`src/rtl/rr_arbiter_8_pkg.sv`:
```
// Shared constants and types for the 8-way round-robin arbiter.
package arb_pkg;

  localparam int unsigned N_REQ  = 8;
  localparam int unsigned IDX_W  = 3;
  localparam int unsigned HOLD_W = 8;

  typedef enum logic {
    IDLE  = 1'b0,
    GRANT = 1'b1
  } arb_state_t;

endpackage : arb_pkg

```
`src/rtl/rr_arbiter_8_pick.sv`:
```
// Combinational round-robin pick: rotate by ptr, take lowest set bit, rotate back.
module rr_pick8
  import arb_pkg::*;
(
  input  logic [N_REQ-1:0] req,
  input  logic [IDX_W-1:0] ptr,
  output logic [N_REQ-1:0] pick_onehot,
  output logic [IDX_W-1:0] pick_idx,
  output logic             pick_any
);

  logic [2*N_REQ-1:0] doubled;
  logic [N_REQ-1:0]   rotated;
  logic [IDX_W-1:0]   rot_idx;

  // Bit k of rotated is requester (ptr + k) mod 8, so bit 0 is highest priority.
  assign doubled = {req, req} >> ptr;
  assign rotated = doubled[N_REQ-1:0];

  always_comb begin
    rot_idx = '0;
    for (int i = N_REQ - 1; i >= 0; i--) begin
      if (rotated[i]) begin
        rot_idx = IDX_W'(i);
      end
    end
  end

  assign pick_any    = |req;
  assign pick_idx    = pick_any ? IDX_W'(rot_idx + ptr) : '0;
  assign pick_onehot = pick_any ? (N_REQ'(1) << pick_idx) : '0;

endmodule : rr_pick8

```
`src/rtl/rr_arbiter_8.sv`:
```
// Eight-requester round-robin arbiter with registered grant and programmable hold timeout.
module rr_arbiter_8
  import arb_pkg::*;
#(
  parameter int unsigned MAX_HOLD = 16
)(
  input  logic             clk,
  input  logic             rst,
  input  logic             enable,
  input  logic [N_REQ-1:0] req,
  output logic [N_REQ-1:0] gnt,
  output logic [IDX_W-1:0] gnt_idx,
  output logic             gnt_valid,
  output logic             timeout
);

  localparam logic              TIMEOUT_EN = (MAX_HOLD != 0);
  localparam logic [HOLD_W-1:0] HOLD_LAST  = HOLD_W'((MAX_HOLD == 0) ? 0 : MAX_HOLD - 1);

  arb_state_t        state_q, state_d;
  logic [IDX_W-1:0]  ptr_q, ptr_d;
  logic [HOLD_W-1:0] hold_q, hold_d;
  logic [N_REQ-1:0]  gnt_d;
  logic [IDX_W-1:0]  gnt_idx_d;
  logic              gnt_valid_d;
  logic              timeout_d;

  logic [N_REQ-1:0]  pick_onehot;
  logic [IDX_W-1:0]  pick_idx;
  logic              pick_any;

  rr_pick8 u_pick (
    .req         (req),
    .ptr         (ptr_q),
    .pick_onehot (pick_onehot),
    .pick_idx    (pick_idx),
    .pick_any    (pick_any)
  );

  always_ff @(posedge clk) begin
    if (rst) begin
      state_q   <= IDLE;
      ptr_q     <= '0;
      hold_q    <= '0;
      gnt       <= '0;
      gnt_idx   <= '0;
      gnt_valid <= 1'b0;
      timeout   <= 1'b0;
    end else begin
      state_q   <= state_d;
      ptr_q     <= ptr_d;
      hold_q    <= hold_d;
      gnt       <= gnt_d;
      gnt_idx   <= gnt_idx_d;
      gnt_valid <= gnt_valid_d;
      timeout   <= timeout_d;
    end
  end

  always_comb begin
    state_d     = state_q;
    ptr_d       = ptr_q;
    hold_d      = hold_q;
    gnt_d       = gnt;
    gnt_idx_d   = gnt_idx;
    gnt_valid_d = gnt_valid;
    timeout_d   = 1'b0;

    unique case (state_q)
      IDLE: begin
        if (enable && pick_any) begin
          gnt_d       = pick_onehot;
          gnt_idx_d   = pick_idx;
          gnt_valid_d = 1'b1;
          hold_d      = '0;
          state_d     = GRANT;
        end
      end

      GRANT: begin
        // A dropped request wins over a simultaneous timeout, so no pulse then.
        if (!req[gnt_idx] || (TIMEOUT_EN && hold_q == HOLD_LAST)) begin
          timeout_d   = req[gnt_idx];
          ptr_d       = IDX_W'(gnt_idx + IDX_W'(1));
          gnt_d       = '0;
          gnt_idx_d   = '0;
          gnt_valid_d = 1'b0;
          state_d     = IDLE;
        end else if (hold_q != '1) begin
          hold_d = HOLD_W'(hold_q + HOLD_W'(1));
        end
      end

      default: state_d = IDLE;
    endcase
  end

endmodule : rr_arbiter_8

```
`config.mk`:
```
export PLATFORM = sky130hd
export DESIGN_NAME = rr_arbiter_8
export DESIGN_NICKNAME = d
export VERILOG_FILES = /design/src/rtl/rr_arbiter_8_pkg.sv /design/src/rtl/rr_arbiter_8_pick.sv /design/src/rtl/rr_arbiter_8.sv
export SDC_FILE = /design/constraint.sdc
export NUM_CORES = 1
export LEC_CHECK = 0
export ABC_AREA = 0
export CAP_MARGIN = 20
export CORE_MARGIN = 8
export CORE_UTILIZATION = 35
export CTS_CLUSTER_DIAMETER = 80
export DETAILED_ROUTE_END_ITERATION = 7
export DONT_BUFFER_PORTS = 1
export PLACE_DENSITY = 0.59
export SLEW_MARGIN = 20
export SYNTH_ARGS = -nofsm -noshare
export SYNTH_HDL_FRONTEND = slang
export SYNTH_SLANG_ARGS = --single-unit
```
`constraint.sdc`:
```
create_clock -name clk -period 6.71 [get_ports clk]
set_input_delay 0 -clock clk [delete_from_list [all_inputs] [get_ports clk]]
set_output_delay 0 -clock clk [all_outputs]
set_load 0.01 [all_outputs]
```
==> results.toml <==
[run_status]
status = "finished, final reports clean"

[critical_path]
cp.arrival_ps = 3590
r2r_start = "ptr_q[1]"
crit_fanout = 29
r2r.worst_path.cells = 11
crit_path_cell_trace = "buf_4 > mux4_1 > or3_1 > o211ai_1 > a21oi_1 > o22ai_1 > ha_1 > inv_1 > fa_1 > xor2_2 > a32o_1"
path_buf_inv = 2
cp-start-kind = "flip-flop"
critPathRequiredTime_ps = 6930
crit_type = "flip-flop to flip-flop"
reg2reg_to = "gnt[0]"
cpLargestDelayFamily = "compound AO/OA/AOI/OAI gates"
crit_path_end_kind = "flip-flop"
rrSetupSlack_ps = 3330
cpMaxStageDelayCell = "mux4_1"
cpPeakStageDelay_ps = 610

[routing]
drtAntennaViolNets = 0
routed_wl_um = 4490
drt_iter0_drc = 71
vias = 1599
wire_per_inst_um = 15.9
route.detailed.drc = 0
via_per_inst = 5.67
dr.pass1.iters = 6

[cts]
cts_tree = "yes"
clock_latency_ps = 270
cts_root_buffer = "clkbuf_8"
cts.htree.levels = 1
cts_setup_buffers = 0
clk_pin_slew_ps = 80
cts_buffers = 3
clock_path_buffers = 2
clkSinkCount = 25

[final_layout]
final_common_cell = "nor2_1"
nets = 226
antenna_cells = 0
utilization_pct = 36.7
final_cell_mix = "26 x nor2_1, 25 x dfxtp_1, 20 x nand2_1"
drive_above_1_share_pct = 11.4
fin_cells = 282
syn_to_final_growth_pct = 3.19

[global_route]
grt_max_degree = 30
grt_usage_pct = 11.2
grt_pass1_wl_um = 7690
antenna_found_initial = 0
gr-usage-met2_pct = 18.5
grt_use_met1_pct = 14.1
overflow = 0
grt_pass1_vias = 1497
gr-max-usage-layer = "met2"
use_met3_pct = 2.99

[yosys]
synth.distinct_cells = 59
synth_edf_count = 0
ys_ff_latch = 25
synth_top_area_share_pct = 26.1
ys_async_sr_fraction_pct = 0
netlist_area_sq_um = 1920
synth_fp_nets = 236
yosys.area.top_type = "dfxtp_1"
synth_warnings = 0
synthCells = 221
ys_dominant_reg_cell = "dfxtp_1"
synth.avg_cell_area_sq_um = 8.69
synth_area_leaders = "dfxtp_1 26%, mux4_2 8.2%, nor2_1 5.1%, mux2i_1 4.7%, mux4_1 4.1%"
ys_seq_area_share_pct = 26.1

[power]
powerDensity_nw_per_um2 = 175
p_leak_nw = 0.726
vdd_drop_max_mv = 0.100
power_uw = 347

[sta]
finalSetupViolations = 0
timing.fmax_mhz = 296
maxSlewViolCount = 0
fin_skew_ps = 3.18
period_minus_slack_ps = 3380
relSlewSlack_pct = 46.2
rsz0062_at_grt = "no"
setup_ws_ps = 3330
hold_viol_final = 0
worst_slew_pin_slew_ps = 799
fin_crit_sh_pct = 50.4
fin_tns_setup_ps = 0

[floorplanning]
core_sq_um = 5410
initial_core_util_pct = 35.5
die_w_um = 90.1
io_pins = 24
die_h_um = 90.1
rows = 27
dieArea_sq_um = 8110

[min_path]
holdCritPathClass = "primary input to flip-flop"
hold_depth = 4
hold_start = "enable"
holdPathEnd = "gnt_idx[1]"

[placed_design]
pre_cts_ws_ps = 3340
gp_congestion = 0.771
io_buffer_count = 0
dp.cells = 277
dp_hpwl_um = 3250

[job]
cap_violations = 0
how the worst max path moves through the flow:
stage | start | endpoint | slack (ps) | cells past startpoint
after floorplan | ptr_q[1] | gnt[0] | 3550 | 12
after global placement | ptr_q[1] | gnt[2] | 3380 | 11
after detailed placement | ptr_q[1] | gnt[6] | 3340 | 11
after CTS | ptr_q[1] | gnt[0] | 3310 | 11
after global routing | ptr_q[0] | gnt[0] | 3050 | 10
final | ptr_q[1] | gnt[0] | 3330 | 11
layout make-up:
class                           instances  area [sq um]
Fill cell                             581          3420
Inverter                               10          37.5
Clock buffer                            4          45.0
Sequential cell                        25           500
Timing Repair Buffer                    2          17.5
Multi-Input combinational cell        169          1290
Tap cell                               72          90.1
state kept, by name, indices dropped and copies added, names as in the netlist:
signal     cells
ptr_q          3
hold_q         8
gnt_valid      1
timeout        1
gnt_idx        3
state_q        1
gnt            8
tightest hold or removal path, cell delays in order:
cell and delay [ps]:
inv_1 70, a311oi_1 80, nand2_1 70, a21oi_1 50
stage by stage:
step / hold slack (ps) / cell area, sq um
finish: 46.7 / 1980
global route: 60.1 / 1980
CTS: 39.7 / 1980
detailed placement: 72.8 / 1930
global placement: 71.4 / 1930
floorplan: 217 / 1920
repair_timing:
item | in CTS | in global routing
hold buffers | 1 | 0
endpoints found under the hold margin | 13 | 0
resized for setup | 0 | 0
where the power goes:
group          switching (mW)  leakage, nW  internal [mW]  total [mW]
Clock                  0.0462       0.0228         0.0425      0.0887
Sequential             0.0146        0.203          0.156       0.171
Combinational          0.0466        0.500         0.0407      0.0872
kinds of logic (layout without fill, tap and decap cells):
| kind of cell | count (synthesis) | count (layout) | share of synthesized area (%) |
|---|---|---|---|
| compound gates | 45 | 45 | 17.7 |
| fa+ha+maj | 4 | 4 | 3.00 |
| mux | 22 | 22 | 18.8 |
| flops | 25 | 25 | 26.1 |
| simple gates | 88 | 88 | 22.8 |
| xor+xnor | 10 | 10 | 4.95 |
| buf+inv | 27 | 16 | 6.71 |
synthesized netlist by cell type, types with 4 or more instances:
cell,number
nor3_1,5
xor2_1,8
buf_2,7
nand2_1,20
nand3_1,4
nor2_1,26
mux4_2,7
dfxtp_1,25
o21ai_0,6
inv_1,8
nand4_1,4
a21oi_1,9
or2_2,4
clkbuf_1,6
nor2b_1,5
mux2i_1,9
per-layer routing:
| metal | part of all wire [%] | vias up |
|---|---|---|
| li1 | - | 780 |
| met1 | 48 | 781 |
| met2 | 46 | 33 |
| met3 | 5.1 | 5 |
| met4 | 1.0 | 0 |
| met5 | 0 | - |
Power figures use the tool's default switching activity.
